==> src/rtl/switch_bounce_pkg.sv <==
// Shared types, constants and sizing helpers for the switch bounce generator.
package switch_bounce_pkg;

    typedef enum logic [1:0] {
        IDLE   = 2'd0,
        BOUNCE = 2'd1,
        SETTLE = 2'd2
    } state_t;

    // Galois feedback mask for x^16 + x^14 + x^13 + x^11 + 1
    localparam logic [15:0] LfsrTaps = 16'hB400;

    function automatic int unsigned cnt_width(input int unsigned settle_cycles,
                                              input int unsigned max_interval);
        int unsigned largest;
        largest = (settle_cycles > max_interval) ? settle_cycles : max_interval;
        return 32'($clog2(largest + 1));
    endfunction

endpackage

==> src/rtl/switch_bounce_gen_lfsr16.sv <==
// 16-bit Galois LFSR that advances on step_i; a zero seed is replaced by 16'h0001.
// Only built when SWITCH_BOUNCE_GEN_JITTER_EN is defined, since nothing else uses it.
`ifdef SWITCH_BOUNCE_GEN_JITTER_EN
module lfsr16
    import switch_bounce_pkg::*;
#(
    parameter logic [15:0] Seed = 16'hACE1
) (
    input  logic        clk_i,
    input  logic        rst_i,
    input  logic        step_i,
    output logic [15:0] state_o
);

    localparam logic [15:0] ResetVal = (Seed == 16'h0000) ? 16'h0001 : Seed;

    always_ff @(posedge clk_i or posedge rst_i) begin
        if (rst_i) begin
            state_o <= ResetVal;
        end else if (step_i) begin
            state_o <= (state_o >> 1) ^ (state_o[0] ? LfsrTaps : 16'h0000);
        end
    end

endmodule
`endif

==> src/rtl/switch_bounce_gen.sv <==
// Mechanical switch emulator: accepts a level command, emits bounce glitches, holds, then ticks done.
// Define SWITCH_BOUNCE_GEN_JITTER_EN for LFSR-jittered toggle intervals; otherwise every interval is MinHold.
module switch_bounce_gen
    import switch_bounce_pkg::*;
#(
    parameter int unsigned ClkFreq     = 100_000_000,
    parameter int unsigned SettleTime  = 10,
    parameter int unsigned BounceCount = 3,
    parameter int unsigned MinHold     = 1000,
    parameter int unsigned JitterBits  = 10,
    parameter logic [15:0] LfsrSeed    = 16'hACE1
) (
    input  logic clk_i,
    input  logic rst_i,
    input  logic req_i,
    input  logic level_i,
    output logic ready_o,
    output logic sw_o,
    output logic busy_o,
    output logic done_tick_o
);

    localparam int unsigned SettleCycles = 32'((64'(ClkFreq) * 64'(SettleTime)) / 64'd1000);
    localparam int unsigned CntW         = cnt_width(SettleCycles, MinHold + (32'd1 << JitterBits));
    localparam int unsigned ExtraToggles = 2 * BounceCount;
    localparam int unsigned LastBounce   = (ExtraToggles == 0) ? 0 : ExtraToggles - 1;
    localparam int unsigned ToggleW      = (ExtraToggles < 2) ? 1 : $clog2(ExtraToggles);

    if (MinHold < 1) begin : g_bad_min_hold
        $error("switch_bounce_gen: MinHold must be >= 1");
    end
    if (JitterBits > 16) begin : g_bad_jitter_bits
        $error("switch_bounce_gen: JitterBits must be <= 16");
    end
    if (SettleCycles < 1) begin : g_bad_settle
        $error("switch_bounce_gen: SettleCycles must be >= 1");
    end
    if (LfsrSeed == 16'h0000) begin : g_zero_seed
        $info("switch_bounce_gen: zero LfsrSeed is replaced by 16'h0001");
    end

    state_t              state;
    logic [CntW-1:0]     cnt;
    logic [ToggleW-1:0]  toggle_cnt;
    logic [CntW-1:0]     interval_last;
    logic                accept_c;

    assign accept_c = req_i && ready_o;

`ifdef SWITCH_BOUNCE_GEN_JITTER_EN
    localparam logic [15:0] JitterMask = 16'((32'd1 << JitterBits) - 1);

    if (JitterBits < 1) begin : g_bad_jitter_min
        $error("switch_bounce_gen: JitterBits must be >= 1 when jitter is enabled");
    end

    logic [15:0]     lfsr_q;
    logic [CntW-1:0] interval_q;
    logic            toggle_c;

    // Every toggle of sw_o (including the one on accept) consumes one LFSR step
    assign toggle_c = (state == IDLE && accept_c && (level_i != sw_o)) ||
                      (state == BOUNCE && cnt == interval_last);

    lfsr16 #(.Seed(LfsrSeed)) u_lfsr (
        .clk_i   (clk_i),
        .rst_i   (rst_i),
        .step_i  (toggle_c),
        .state_o (lfsr_q)
    );

    always_ff @(posedge clk_i or posedge rst_i) begin
        if (rst_i) begin
            interval_q <= CntW'(MinHold);
        end else if (toggle_c) begin
            interval_q <= CntW'(MinHold) + CntW'(lfsr_q & JitterMask);
        end
    end

    assign interval_last = interval_q - CntW'(1);
`else
    assign interval_last = CntW'(MinHold - 1);
`endif

    always_ff @(posedge clk_i or posedge rst_i) begin
        if (rst_i) begin
            state       <= IDLE;
            sw_o        <= 1'b0;
            ready_o     <= 1'b1;
            busy_o      <= 1'b0;
            done_tick_o <= 1'b0;
            cnt         <= '0;
            toggle_cnt  <= '0;
        end else begin
            done_tick_o <= 1'b0;
            case (state)
                IDLE: begin
                    if (accept_c) begin
                        if (level_i != sw_o) begin
                            // First toggle happens on the accept edge itself
                            sw_o       <= level_i;
                            cnt        <= '0;
                            toggle_cnt <= '0;
                            ready_o    <= 1'b0;
                            busy_o     <= 1'b1;
                            state      <= (ExtraToggles == 0) ? SETTLE : BOUNCE;
                        end else begin
                            done_tick_o <= 1'b1;
                        end
                    end
                end
                BOUNCE: begin
                    if (cnt == interval_last) begin
                        sw_o <= ~sw_o;
                        cnt  <= '0;
                        if (toggle_cnt == ToggleW'(LastBounce)) begin
                            state <= SETTLE;
                        end else begin
                            toggle_cnt <= toggle_cnt + ToggleW'(1);
                        end
                    end else begin
                        cnt <= cnt + CntW'(1);
                    end
                end
                SETTLE: begin
                    if (cnt == CntW'(SettleCycles - 1)) begin
                        state       <= IDLE;
                        cnt         <= '0;
                        ready_o     <= 1'b1;
                        busy_o      <= 1'b0;
                        done_tick_o <= 1'b1;
                    end else begin
                        cnt <= cnt + CntW'(1);
                    end
                end
                default: begin
                    state   <= IDLE;
                    cnt     <= '0;
                    ready_o <= 1'b1;
                    busy_o  <= 1'b0;
                end
            endcase
        end
    end

endmodule

==> config.mk <==
export PLATFORM = sky130hd
export DESIGN_NAME = switch_bounce_gen
export DESIGN_NICKNAME = d
export VERILOG_FILES = /design/src/rtl/switch_bounce_pkg.sv /design/src/rtl/switch_bounce_gen_lfsr16.sv /design/src/rtl/switch_bounce_gen.sv
export SDC_FILE = /design/constraint.sdc
export NUM_CORES = 1
export LEC_CHECK = 0
export CAP_MARGIN = 5
export CORE_ASPECT_RATIO = 0.6
export CORE_UTILIZATION = 45
export DETAILED_ROUTE_END_ITERATION = 8
export DONT_BUFFER_PORTS = 1
export HOLD_SLACK_MARGIN = 0.05
export SLEW_MARGIN = 10
export SYNTH_ARGS = -nofsm -noshare
export SYNTH_HDL_FRONTEND = slang
export SYNTH_SLANG_ARGS = --single-unit
==> constraint.sdc <==
create_clock -name clk_i -period 2 [get_ports clk_i]
set_input_delay 0.1 -clock clk_i [delete_from_list [all_inputs] [get_ports clk_i]]
set_output_delay 0.1 -clock clk_i [all_outputs]
set_load 0.01 [all_outputs]
==> impl_metrics.yaml, run 1 <==
global_routing:
  grt_max_degree: 26
  first_global_vias: 1533
  grt_pass1_wl_um: 7550
  antenna_found_initial: 0
  overflow: 0
  grt_usage_pct: 25.4
pwr:
  swShare_pct: 22.7
  p_sw_mw: 0.244
  p_clk_share_pct: 43.5
  combinationalPowerShare_pct: 2.1
  power_leakage_nw: 0.884
  seq_power_share_pct: 54.4
  peakVddDrop_mv: 0.342
  internal-power_mw: 0.833
  power_density_nw_per_um2: 496
synthesis:
  synth.avg_cell_area_um2: 9.50
  synth.distinct_cells: 46
  ys.warnings.count: 0
  netlist_area_um2: 1750
  synthArstFlopShare_pct: 100
  postSynthCellCount: 184
  synth_edf_count: 0
  synth_ff_type: "dfrtp_1"
  synth_nets: 194
  synth_top_area_share_pct: 40.1
  synth.most_common_cell: "dfrtp_1"
  synth_area_leaders: "dfrtp_1 40%, xnor2_1 7.0%, a21oi_1 4.9%, ha_1 4.3%, nand2_1 4.1%"
  synth_top_area_cell: "dfrtp_1"
  ys_ff_latch: 29
  synth_commonest_cells: "28 x dfrtp_1, 19 x nand2_1, 17 x a21oi_1"
  yosysSeqAreaShare_pct: 41.6
clock_tree:
  cts_tree: "yes"
  clock_path_buffers: 2
  cts-root-buf: "clkbuf_8"
  cts_made_buffers: 5
  cts_max_level: 2
  cts.reportedPaths.clkPinSlew_ns: 0.07
  clkLatencyLatePin_ns: 0.28
  clock_sinks: 29
timing:
  timing.slew.headroom_pct: 68.5
  finalCritPeriodShare_pct: 99.6
  worst_pin_slew_ns: 0.468
  fin_crit_ns: 1.99
  fin_hold_ws_ns: 0.0607
  rsz0062_at_grt: "true"
  hold_viol_final: 0
  setup_violations: 0
  drv_slew: 0
  timing.fmax_mhz: 502
  worst_slack_ns: 0.00784
  clock_skew_ns: 0.0111
drt:
  drt_iter0_drc: 167
  avgViaCountPerCell: 6.29
  drc: 0
  routedWlPerCell_um: 18.3
  dr.pass1.iters: 5
  final_antenna_net_count: 0
  wl_um: 4730
  vias: 1629
worst_setup_path:
  critPathCaptureType: "register"
  crit_path_start_kind: "register"
  path_class: "register to register"
  arrival_ns: 2.13
  crit_required_ns: 2.14
  crit_fanout: 7
die:
  start_util_pct: 47.2
  die_width_um: 82.5
  rows: 17
  dieArea_um2: 4150
  core_um2: 3700
  chipHeight_um: 50.3
  io_pins: 8
placement:
  port_buffers: 0
  preCtsSetupSlack_ns: -0.0851
  numPlacedInstances: 244
  place_congestion: 0.779
  dp_hpwl_um: 3180
  dpl-instance-area_um2: 1960
cells_and_area:
  final_area_um2: 2170
  area_delta_synth_final_pct: 24.3
  multi_input_area_um2: 1030
  final_nets: 221
  drive_gt1_share_pct: 25.5
  fillCellCount: 324
  antenna_cells: 0
  final_cells: 259
  regArea_um2: 727
hold_path:
  hp-class: "input pin to register"
run_status:
  status: "complete, no violations"
flow_run:
  max_cap_viol_count: 0
logic make-up after synthesis:
family          Yosys count  synth area share, %
fa+ha+maj                 6                 4.29
mux                       3                 1.72
flops                    29                 41.6
xor+xnor                 16                 8.02
buf+inv                  15                 3.72
compound gates           48                 17.8
simple gates             67                 22.9
path summary, 6_finish.rpt:
path / startpoint / end / slack, ns / cells after the start
setup / recovery: cnt[0] / cnt[2] / 0.008 / 8
hold / removal: level_i / sw_o / 0.06 / 2
setup reg to reg: cnt[0] / cnt[2] / 0.008 / 8
hold reg to reg: cnt[1] / cnt[1] / 0.54 / 2
max in group asynchronous: rst_i / cnt[11] / 1.27 / 3
min in group asynchronous: rst_i / done_tick_o / 0.14 / 2
layer usage:
layer	up-vias	global-route usage, %	part of all wire, %
li1	747	-	-
met1	791	36.7	47
met2	79	34.8	44
met3	12	7.64	7.5
met4	0	10.5	2.0
met5	-	0	0
critical path: stages, from the launching register on:
cell and delay, ns:
dfrtp_1 0.41, ha_1 0.20, nand4_1 0.22, nor4_2 0.33, buf_4 0.20, a21oi_4 0.09, nor2_4 0.16, buf_6 0.14
o311ai_1 0.09
cell usage in the layout (no fill, tap or decap), drive strengths merged, types with 3 or more instances in the layout:
cell    instances
dfrtp          28
buf            27
nand2          19
a21oi          18
xnor2          14
o21ai           9
nand4           8
nor4            8
inv             6
nor3            6
nand3           6
ha              6
clkbuf          6
nor4b           5
nor2            5
mux2i           3
o211ai          3
o31ai           3
power by group through the flow:
stage,logic (mW),registers (mW),clock network (mW)
floorplan,0.0134,0.597,0
global placement,0.0191,0.597,0
finish,0.0226,0.587,0.469
detailed placement,0.0201,0.597,0
CTS,0.0235,0.587,0.476
global route,0.0265,0.586,0.510
repair_timing:
action                                 CTS  global route
pin swaps                                6             4
gates resized for setup                  4            11
endpoints found under the hold margin   30             0
setup endpoints to repair               24            27
hold buffers                             2             0
buffers inserted                         0             5
cell type report:
| cell class | instances | area share, % |
|---|---|---|
| Multi-Input combinational cell | 140 | 47.6 |
| Sequential cell | 29 | 33.5 |
| Timing Repair Buffer | 29 | 11.3 |
| Clock buffer | 6 | 3.34 |
| Tap cell | 47 | 2.71 |
| Inverter | 6 | 1.04 |
| Clock inverter | 2 | 0.461 |
registers in the layout, indices dropped and copies added, names as in the netlist:
name	cells
sw_o	1
busy_o	1
state	2
done_tick_o	1
toggle_cnt	3
cnt	20
ready_o	1
stage by stage:
| step | power (mW) | util, % | TNS [ns] |
|---|---|---|---|
| 6_report | 1.08 | 58.7 | 0 |
| 3_5_place_dp | 0.618 | 53.1 | -0.972 |
| 3_3_place_gp | 0.617 | 53.1 | -0.268 |
| 5_1_grt | 1.12 | 58.7 | -0.689 |
| 2_1_floorplan | 0.611 | - | -0.498 |
| 4_1_cts | 1.09 | 56.4 | -0.293 |
(Power assumes the default switching activity.)
==> run 2: changes to the inputs <==
--- a/config.mk
+++ b/config.mk
@@ -6,7 +6,6 @@
 export NUM_CORES = 1
 export LEC_CHECK = 0
 export CAP_MARGIN = 5
-export CORE_ASPECT_RATIO = 0.6
 export CORE_UTILIZATION = 45
 export DETAILED_ROUTE_END_ITERATION = 8
 export DONT_BUFFER_PORTS = 1
==> impl_metrics.yaml, run 2 (same netlist as run 1, synthesis figures left out) <==
clock_tree:
  clock_sinks: 29
  cts-root-buf: "clkbuf_8"
  clkLatencyLatePin_ns: 0.28
  cts_tree: "yes"
  cts.reportedPaths.clkPinSlew_ns: 0.06
  clock_path_buffers: 2
  cts_max_level: 2
  cts_made_buffers: 5
pwr:
  combinationalPowerShare_pct: 2.0
  p_clk_share_pct: 46.9
  p_sw_mw: 0.244
  power_leakage_nw: 0.895
  seq_power_share_pct: 51.1
  peakVddDrop_mv: 0.430
  power_density_nw_per_um2: 521
  swShare_pct: 21.3
  power_mw: 1.15
  internal-power_mw: 0.903
cells_and_area:
  antenna_cells: 0
  reg_top3: "cnt (20), toggle_cnt (3), state (2)"
  multi_input_area_um2: 1040
  final_common_cell: "dfrtp_1"
  fillCellCount: 336
  final_nets: 223
  utilization_pct: 59.7
  regArea_um2: 727
  drive_gt1_share_pct: 27.1
  regMostFlops: "cnt"
  final_cell_mix: "28 x dfrtp_1, 26 x buf_4, 19 x nand2_1, 14 x xnor2_1, 11 x a21oi_1"
  area_delta_synth_final_pct: 26.1
  largest_reg_flops: 20
run_status:
  status: "finished with violations"
  failed_checks: "setup timing"
drt:
  routedWlPerCell_um: 16.6
  final_antenna_net_count: 0
  vias: 1573
  dr.pass1.iters: 4
  drc: 0
  drt_iter0_drc: 112
  wl_um: 4350
  avgViaCountPerCell: 6.00
worst_setup_path:
  crit_required_ns: 2.20
  arrival_ns: 2.26
  path_class: "register to register"
  crit_path_start_kind: "register"
  critPathCaptureType: "register"
  crit_fanout: 3
die:
  start_util_pct: 47.4
  chipHeight_um: 64.3
  dieArea_um2: 4140
  core_um2: 3690
  rows: 22
  die_width_um: 64.3
  io_pins: 8
hold_path:
  hp-class: "input pin to register"
global_routing:
  grt_usage_pct: 22.9
  overflow: 0
  antenna_found_initial: 0
  grt_max_degree: 25
  first_global_vias: 1581
  grt_pass1_wl_um: 7200
timing:
  fin_crit_ns: 2.06
  rsz0062_at_grt: "true"
  hold_viol_final: 0
  timing.slew.headroom_pct: 64.3
  setup_violations: 14
  worst_slack_ns: -0.0566
  clock_skew_ns: 0.00350
  timing.fmax_mhz: 486
  drv_slew: 0
  worst_pin_slew_ns: 0.535
  finalCritPeriodShare_pct: 103
  tns_ns: -0.426
placement:
  port_buffers: 0
  place_congestion: 0.828
  dp_hpwl_um: 3000
flow_run:
  max_cap_viol_count: 0
[run 2: power by group through the flow]
stage	Combinational (mW)	Clock (mW)	Sequential, mW
final	0.0225	0.538	0.587
after CTS	0.0236	0.556	0.587
after global routing	0.0256	0.580	0.586
after floorplan	0.0134	0	0.597
after detailed placement	0.0204	0	0.597
after global placement	0.0195	0	0.597
[run 2: timing repair]
item,4_1_cts,5_1_grt
endpoints found under the setup margin,22,25
hold buffers,2,0
hold endpoints to repair,13,0
pin swaps,3,10
gates cloned,0,0
resized for setup,5,11
buffers inserted,2,2
[run 2: area by class of cell]
cell class | count | area share [%]
Inverter | 6 | 1.02
Clock buffer | 7 | 4.37
Timing Repair Buffer | 31 | 11.3
Multi-Input combinational cell | 140 | 47.4
Sequential cell | 29 | 33.0
Tap cell | 48 | 2.73
Clock inverter | 1 | 0.227
[run 2: through the flow]
stage,hold WS [ns],cells,area [µm²],worst slack (ns)
after global placement,0.0475,248,1980,-0.0404
after floorplan,0.177,184,1770,-0.0454
after detailed placement,0.0690,248,1980,-0.0920
final,0.0806,262,2200,-0.0566
after CTS,0.0836,260,2140,-0.0371
after global routing,0.0920,262,2200,-0.0957
[run 2: metal layers]
metal	share of wire [%]	global-route usage [%]
met5	0	0
met4	1.4	8.61
met3	4.0	6.07
met2	48	37.5
met1	47	28.6
[run 2: critical path, cell delays in order, from the launching register on]
cell      delay [ns]
dfrtp_1         0.38
or4_4           0.58
nor4b_4         0.31
nand4_1         0.20
a211oi_2        0.30
mux2i_1         0.21
[run 2: final timing paths]
kind                       cells past startpoint     from  slack [ns]            end
max                                            5  cnt[11]       -0.06       state[0]
min                                            2  level_i        0.08           sw_o
max reg2reg                                    5  cnt[11]       -0.06       state[0]
min reg2reg                                    1   cnt[0]        0.50         cnt[0]
max in group asynchronous                      3    rst_i        1.07        cnt[13]
min in group asynchronous                      2    rst_i        0.30  toggle_cnt[2]
